[config.mk]
export PLATFORM = sky130hd
export DESIGN_NAME = wb_arbiter_flat
export DESIGN_NICKNAME = d
export VERILOG_FILES = /design/src/rtl/wb_arbiter_if.sv /design/src/rtl/wb_arbiter.sv /design/src/flat_wrapper.sv
export SDC_FILE = /design/constraint.sdc
export NUM_CORES = 1
export LEC_CHECK = 0
export BUFFER_PORTS_ARGS = -buffer_cell sky130_fd_sc_hd__buf_4
export CORE_MARGIN = 4
export CORE_UTILIZATION = 61
export CTS_BUF_LIST = sky130_fd_sc_hd__clkbuf_4
export DETAILED_ROUTE_END_ITERATION = 6
export PLACE_DENSITY = 0.89
export SETUP_SLACK_MARGIN = 0.5
export SLEW_MARGIN = 0
export SYNTH_ARGS = -nofsm -noshare
export SYNTH_HDL_FRONTEND = slang
export SYNTH_SLANG_ARGS = --single-unit
[constraint.sdc]
create_clock -name clk -period 5.8 [get_ports clk]
set_clock_uncertainty 0.15 [all_clocks]
set_input_delay 0.29 -clock clk [delete_from_list [all_inputs] [get_ports clk]]
set_output_delay 0.29 -clock clk [all_outputs]
set_load 0.02 [all_outputs]
[src/rtl/wb_arbiter_if.sv]
// Writeback arbiter bus: per-source result handshakes in, one register-file write port out.
interface wb_arbiter_if #(
  parameter int unsigned NSRC   = 3,
  parameter int unsigned REG_W  = 5,
  parameter int unsigned WORD_W = 32
);
  localparam int unsigned NREG = 2**REG_W;

  logic [NSRC-1:0]        src_valid;
  logic [NSRC-1:0]        src_ready;
  logic [NSRC*REG_W-1:0]  src_rd;
  logic [NSRC*WORD_W-1:0] src_wdat;
  logic                   hold;
  logic                   wen;
  logic [REG_W-1:0]       wsel;
  logic [WORD_W-1:0]      wdat;
  logic [NREG-1:0]        pending_mask;

  // Producer / control side: result sources, halt control and the issue scoreboard.
  modport master (
    output src_valid, src_rd, src_wdat, hold,
    input  src_ready, wen, wsel, wdat, pending_mask
  );

  // Arbiter side.
  modport slave (
    input  src_valid, src_rd, src_wdat, hold,
    output src_ready, wen, wsel, wdat, pending_mask
  );
endinterface

[src/rtl/wb_arbiter.sv]
// Round-robin writeback arbiter: one skid buffer per result source feeding a
// registered register-file write port, plus a pending-write mask for hazard checks.
module wb_arbiter #(
  parameter int unsigned NSRC   = 3,
  parameter int unsigned REG_W  = 5,
  parameter int unsigned WORD_W = 32
) (
  input  logic         clk,
  input  logic         nrst,
  wb_arbiter_if.slave  bus
);
  localparam int unsigned PTR_W = (NSRC > 1) ? $clog2(NSRC) : 1;
  localparam int unsigned NREG  = 2**REG_W;

  typedef logic [PTR_W-1:0] ptr_t;

  logic [NSRC-1:0]   buf_valid;
  logic [REG_W-1:0]  buf_rd  [NSRC];
  logic [WORD_W-1:0] buf_dat [NSRC];
  ptr_t              rr_ptr;
  logic              wen_q;
  logic [REG_W-1:0]  wsel_q;
  logic [WORD_W-1:0] wdat_q;

  logic [REG_W-1:0]  in_rd  [NSRC];
  logic [WORD_W-1:0] in_dat [NSRC];
  logic [NSRC-1:0]   grant;
  logic [NSRC-1:0]   ready;
  logic [NSRC-1:0]   accept;
  logic              grant_any;
  ptr_t              grant_idx;
  ptr_t              rr_ptr_nxt;
  ptr_t              cand_idx;
  int unsigned       cand;
  logic [NREG-1:0]   pend;

  // Unpack the flat source buses.
  always_comb begin
    for (int i = 0; i < int'(NSRC); i++) begin
      in_rd[i]  = bus.src_rd[i*REG_W +: REG_W];
      in_dat[i] = bus.src_wdat[i*WORD_W +: WORD_W];
    end
  end

  // Round-robin search starting at rr_ptr; first full buffer wins unless held.
  always_comb begin
    grant     = '0;
    grant_idx = '0;
    grant_any = 1'b0;
    cand      = 0;
    cand_idx  = '0;
    for (int unsigned j = 0; j < NSRC; j++) begin
      cand = 32'(rr_ptr) + j;
      if (cand >= NSRC) cand = cand - NSRC;
      cand_idx = PTR_W'(cand);
      if (!grant_any && !bus.hold && buf_valid[cand_idx]) begin
        grant[cand_idx] = 1'b1;
        grant_idx       = cand_idx;
        grant_any       = 1'b1;
      end
    end
  end

  always_comb begin
    rr_ptr_nxt = rr_ptr;
    if (grant_any) begin
      if (grant_idx == PTR_W'(NSRC - 1)) rr_ptr_nxt = '0;
      else                               rr_ptr_nxt = ptr_t'(grant_idx + 1'b1);
    end
  end

  // A buffer being drained this cycle can take a new result on the same edge.
  always_comb begin
    ready  = '0;
    accept = '0;
    for (int i = 0; i < int'(NSRC); i++) begin
      ready[i]  = !buf_valid[i] || grant[i];
      accept[i] = bus.src_valid[i] && ready[i] && (in_rd[i] != '0);
    end
  end

  always_ff @(posedge clk or negedge nrst) begin
    if (!nrst) begin
      buf_valid <= '0;
      for (int i = 0; i < int'(NSRC); i++) begin
        buf_rd[i]  <= '0;
        buf_dat[i] <= '0;
      end
    end else begin
      for (int i = 0; i < int'(NSRC); i++) begin
        if (accept[i]) begin
          buf_valid[i] <= 1'b1;
          buf_rd[i]    <= in_rd[i];
          buf_dat[i]   <= in_dat[i];
        end else if (grant[i]) begin
          buf_valid[i] <= 1'b0;
        end
      end
    end
  end

  // Registered write port; index and data hold their last value when idle.
  always_ff @(posedge clk or negedge nrst) begin
    if (!nrst) begin
      rr_ptr <= '0;
      wen_q  <= 1'b0;
      wsel_q <= '0;
      wdat_q <= '0;
    end else begin
      rr_ptr <= rr_ptr_nxt;
      wen_q  <= grant_any;
      if (grant_any) begin
        wsel_q <= buf_rd[grant_idx];
        wdat_q <= buf_dat[grant_idx];
      end
    end
  end

  // Every in-flight destination: buffered results plus the write on the port.
  always_comb begin
    pend = '0;
    for (int i = 0; i < int'(NSRC); i++) begin
      if (buf_valid[i]) pend[buf_rd[i]] = 1'b1;
    end
    if (wen_q) pend[wsel_q] = 1'b1;
    pend[0] = 1'b0;
  end

  assign bus.src_ready    = ready;
  assign bus.wen          = wen_q;
  assign bus.wsel         = wsel_q;
  assign bus.wdat         = wdat_q;
  assign bus.pending_mask = pend;

  a_grant_onehot : assert property (@(posedge clk) disable iff (!nrst) $onehot0(grant));
  a_no_grant_on_hold : assert property (@(posedge clk) disable iff (!nrst) bus.hold |-> grant == '0);
  a_no_r0_buffered : assert property (@(posedge clk) disable iff (!nrst)
                                      !(bus.wen && bus.wsel == '0));
endmodule

[src/flat_wrapper.sv]
// flat-port wrapper written by rule: the top's interface ports become plain ports
module wb_arbiter_flat 
#(
  parameter int unsigned NSRC   = 3,
  parameter int unsigned REG_W  = 5,
  parameter int unsigned WORD_W = 32
)
  (clk, nrst, bus_src_valid, bus_src_rd, bus_src_wdat, bus_hold, bus_src_ready, bus_wen, bus_wsel, bus_wdat, bus_pending_mask);
  wb_arbiter_if #(.NSRC(NSRC), .REG_W(REG_W), .WORD_W(WORD_W)) bus_i ();
  input  logic clk;
  input  logic nrst;
  input wire logic [$bits(bus_i.src_valid)-1:0] bus_src_valid;
  input wire logic [$bits(bus_i.src_rd)-1:0] bus_src_rd;
  input wire logic [$bits(bus_i.src_wdat)-1:0] bus_src_wdat;
  input wire logic [$bits(bus_i.hold)-1:0] bus_hold;
  output wire logic [$bits(bus_i.src_ready)-1:0] bus_src_ready;
  output wire logic [$bits(bus_i.wen)-1:0] bus_wen;
  output wire logic [$bits(bus_i.wsel)-1:0] bus_wsel;
  output wire logic [$bits(bus_i.wdat)-1:0] bus_wdat;
  output wire logic [$bits(bus_i.pending_mask)-1:0] bus_pending_mask;
  assign bus_i.src_valid = bus_src_valid;
  assign bus_i.src_rd = bus_src_rd;
  assign bus_i.src_wdat = bus_src_wdat;
  assign bus_i.hold = bus_hold;
  assign bus_src_ready = bus_i.src_ready;
  assign bus_wen = bus_i.wen;
  assign bus_wsel = bus_i.wsel;
  assign bus_wdat = bus_i.wdat;
  assign bus_pending_mask = bus_i.pending_mask;
  wb_arbiter #(.NSRC(NSRC), .REG_W(REG_W), .WORD_W(WORD_W)) u_core (.clk(clk), .nrst(nrst), .bus(bus_i));
endmodule
Word-level counts from Yosys, hierarchy flattened
Index checks and enable logic that the tools add are counted.

storage, ports and cells
  register bits after elaboration = 154
  input bits = 117
  output and inout port bits = 73

cells by class
  add/subtract/negate cells = 6
  $lt $le $gt $ge = 18
  equality and inequality tests = 1
  multiplexer cells = 49
  bitwise gates (word level) = 6
  reduce and logical (&&, ||, !) cells = 33

operators with widths
  operator               number
  $mux W32               6
  $or A32 B32 Y32        3
  $bmux W32 S2           1
  $lt A5 B6 Y1 const B   4
  $demux W1 S5           4
  $ge A5 B1 Y1 const B   4
  $mux W1                19
  $logic_and A1 B1 Y1    18
  $reduce_bool A5 Y1     3
  $mux W2                7
  $bmux W5 S2            1
  $mux W5                2
  $lt A2 B3 Y1 const B   3
  $mux W3                3
  $bmux W1 S2            3
  $demux W1 S2           3
  $ge A2 B1 Y1 const B   3
  $ge A3 B2 Y1 const B   2
  $logic_not A1 Y1       6
  $or A3 B3 Y3           2
  $reduce_bool A2 Y1     3
  $sub A2 B2 Y2 const B  3
  $add A2 B1 Y3 const B  1
  $add A2 B2 Y3 const B  1
  6 further kinds        8

Logic depth before layout (Yosys ltp)
  depth after elaboration = 18
  gate-level depth with buffers = 11

Least setup slack after synthesis
No wires, ideal clock.

  path kind = reg-to-reg
  from = register u_core.rr_ptr[0]
  to = register u_core.buf_dat[13] (netlist name)
  data arrival time = 2.527 ns
  required time = 5.525 ns
  setup slack = 2.998 ns
  stages on the path, launching flop included = 11
  buffers on the path = 3
  path through = dfrtp_1 > inv_1 > ha_1 > buf_2 > inv_2 > o41a_1 > o221ai_2 > o211ai_1 > buf_4 > buf_6 > mux2_4

on the way
  cells in the longest elaborated chain, start to end = 17
  elaborated cells on any way between the ends = 49
  classes of those cells = add/sub: 5; order compare: 9; mux: 20; bitwise: 2; reduce/logical: 13

ends and longest elaborated chain
  item                                                    RTL line            source
  start, declared                                         wb_arbiter.sv:20    ptr_t rr_ptr;
  start signal, assigned                                  wb_arbiter.sv:110   rr_ptr <= rr_ptr_nxt;
  branches (longest 13 deep; another with $add A2 B1 Y3)  --
  $mux W3 *                                               wb_arbiter.sv:56    if (!grant_any && !bus.hold && buf_valid[cand_idx]) begin
  $logic_or A1 B1 Y1 *                                    wb_arbiter.sv:77    ready[i] = !buf_valid[i] || grant[i];
  net bus_src_ready[2]                                    flat_wrapper.sv:16  output wire logic [$bits(bus_i.src_ready)-1:0] bus_src_ready;
  $logic_and A1 B1 Y1 * (2 in series)                     wb_arbiter.sv:78    accept[i] = bus.src_valid[i] && ready[i] && (in_rd[i] != '0);
  end signal, assigned by index                           wb_arbiter.sv:94    buf_dat[i] <= in_dat[i];
  end, declared                                           wb_arbiter.sv:19    logic [WORD_W-1:0] buf_dat [NSRC];

Mark *: on every way through the listed nets, which the timed path passes. The select of a mux whose other input is x is not followed.
A chain may end at the register's enable or synchronous reset.

Worst setup path in the final report
  from = register u_core.rr_ptr[1]
  to = register u_core.buf_rd[6] (netlist name)

on the way
  cells in the longest elaborated chain, start to end = 17
  elaborated cells on any way between the ends = 49
  classes of those cells = add/sub: 5; order compare: 9; mux: 20; bitwise: 2; reduce/logical: 13

ends and longest elaborated chain
  item                                                    RTL line          source
  branches (longest 13 deep; another with $add A2 B1 Y3)  --
  $mux W3 *                                               wb_arbiter.sv:56
  $logic_or A1 B1 Y1 *                                    wb_arbiter.sv:77
  $logic_and A1 B1 Y1 * (2 in series)                     wb_arbiter.sv:78
  end signal, assigned by index                           wb_arbiter.sv:93  buf_rd[i] <= in_rd[i];
  end, declared                                           wb_arbiter.sv:18  logic [REG_W-1:0] buf_rd [NSRC];

Mark *: on every way between the ends. The select of a mux whose other input is x is not followed.

==> impl_metrics.tcl <==
set metrics [dict create \
    r2r_start "u_core.rr_ptr[1]" \
    path_class "flip-flop to flip-flop" \
    place_congestion 0.991 \
    grt_pass1_vias 9029 \
    period_share_pct 72.7 \
    syn-instance-count 730 \
    synthFlopType "dfrtp_1" \
    clk_latency_ns 0.60 \
    pin_count 190 \
    die_h_um 124 \
    nets 1120 \
    grt_usage_pct 44.3 \
    path_clk_slew_ns 0.16 \
    synth-edff-count 0 \
    postCtsHoldBufs 121 \
    critPathArrivalTime_ns 4.51 \
    yosysSeqAreaShare_pct 46.9 \
    antenna_found_initial 0 \
    rsz0062_at_grt "no" \
    syn-num-nets 851 \
    cts_tree "yes" \
    period_needed_ns 4.21 \
    power_density_mw_per_mm2 587 \
    routed_wl_um 33600 \
    fill_cells 598 \
    first_pass_iters 6 \
    setup-tns-final_ns 0 \
    drc_errors 0 \
    synthTopCellsByArea "dfrtp_1, mux2_2, mux2_1" \
    hold_class "input pin to asynchronous set/reset pin" \
    final_cell_mix "buf_4, dfrtp_1, dlygate4sd3_1" \
    areaGrowthSynthToFinish_pct 35.6 \
    place_area_mm2 0.00962 \
    die_w_um 124 \
    post_cts.repair.setup_buffers 0 \
    max_slew_margin_pct 13.3 \
    yosys_warnings 0 \
    ant_nets 0 \
    synthArstFlopShare_pct 100 \
    dp_hpwl_um 18100 \
    die-area_mm2 0.0154 \
    maxCapViolCount 0 \
    crit_path_start "u_core.rr_ptr[1]" \
    worst_slew_pin_slew_ns 1.30 \
    dr_total_vias 8704 \
    grt_max_degree 98 \
    numClockSinks 154 \
    initial_core_util_pct 62.1 \
    drt-vias-per-instance 7.33 \
    worstPathRequired_ns 6.10 \
    core_area_mm2 0.0132 \
    post_drt_wl_per_cell_um 28.3 \
    layout-drive-gt1-share_pct 30.5 \
    vdd_drop_max_v 0.000356 \
    clock.fmax_mhz 237 \
    cts_resized 0 \
    rows 42 \
    htree_levels 4 \
    avgSynthCellArea_um2 11.3 \
    drtIter0Drc 1466 \
    cp_max_fo 19 \
    final_common_cell "buf_4" \
    hold_viol 0 \
    syn_area_mm2 0.00822 \
    leakage_nw 4.81 \
    overflow 0 \
    status "finished, final reports clean" \
    grt_pass1_wl_um 51200 \
    ys_seq_elements 154 \
    final-setup-viol-count 0 \
    n_antenna_cell 0 \
    cts_made_buffers 17 \
    cts.path.max_buffers 2 \
    fin_area_mm2 0.0111 \
    yosysUniqueCellTypes 59 \
    drv_slew 0 \
    synth_area_leader_cell "dfrtp_1" \
    cp-start-kind "flip-flop" \
    synthDominantCellAreaShare_pct 46.9 \
    cts_root_buf "clkbuf_4" \
    worstSetupEndpointType "flip-flop" \
    io_buffer_count 188 \
]
-- critical path, stage by stage, from the launching register on --
cell and delay [ns]:
dfrtp_1 0.44, inv_1 0.12, ha_1 0.44, mux2i_1 0.56, o21a_2 0.32, o22ai_1 0.23, a211oi_4 0.95, o2bb2ai_1 0.20
dlygate4sd3_1 0.65
-- per-layer routing --
layer  part of all wire (%)  GRT usage (%)  vias to the layer above
li1                       -              -                     3377
met5                      0           1.04                        -
met4                    7.5           27.7                        0
met1                     33           52.3                     4104
met2                     47           71.8                      955
met3                     12           12.0                      268
-- flip-flops by register name (all words and copies together) (netlist names) --
name and count:
u_core.buf_dat 96, u_core.buf_rd 15, u_core.buf_valid 3, u_core.bus.wdat 32, u_core.bus.wen 1, u_core.bus.wsel 5, u_core.rr_ptr 2
-- report_power, final --
part           internal (mW)  total [mW]  switching, mW
Clock                  0.348       0.767          0.419
Combinational           1.49        3.59           2.10
Sequential              1.62        2.19          0.565
-- cell type report --
class	instances	area (um^2)	share of cell area, %
clock inverters	12	174	1.56
multi-input cells	487	3980	35.7
flip-flops and latches	154	3850	34.6
repair buffers	318	2690	24.2
clock buffers	19	143	1.28
well taps	176	220	1.98
inverters	21	78.8	0.707
-- cells in the mapped netlist, types with 20 or more instances --
cell type,number
mux2_2,43
clkbuf_1,42
o221ai_1,20
and2_1,21
mux2_1,39
inv_1,20
dfrtp_1,154
a31oi_1,24
nor2_1,27
a211oi_1,20
-- per-stage QoR --
stage          setup slack, ns  total power [mW]  hold WS (ns)  utilization, %  cells
2_1_floorplan             3.00              4.16        -0.156               -    730
3_5_place_dp              1.97              5.27         0.288            72.6   1035
3_3_place_gp              2.21              5.09         0.267            72.6   1035
4_1_cts                   1.93              6.13         0.224            84.2   1187
5_1_grt                   1.52              6.74         0.275            84.2   1187
6_report                  1.59              6.54         0.221            84.2   1187
-- worst paths after layout --
path | endpoint | slack, ns | depth (start not counted)
max | u_core.buf_rd[6] | 1.59 | 8
min | u_core.bus.wdat[31] | 0.22 | 2
max reg2reg | u_core.buf_rd[6] | 1.59 | 8
min reg2reg | u_core.buf_dat[63] | 0.36 | 1
max in group asynchronous | u_core.bus.wsel[3] | 3.99 | 3
min in group clk | u_core.buf_dat[56] | 0.31 | 3
-- cells by family after synthesis --
group / Yosys count / share of synthesized area, %
AO/OA/AOI/OAI: 226 / 21.5
adder cells (fa/ha/maj): 4 / 0.609
buffers and inverters: 89 / 4.96
flip-flops: 154 / 46.9
multiplexers: 117 / 16.7
other: 1 / 0.0456
AND/OR/NAND/NOR: 139 / 9.33
Note: power is estimated with default switching activity, not from simulation.
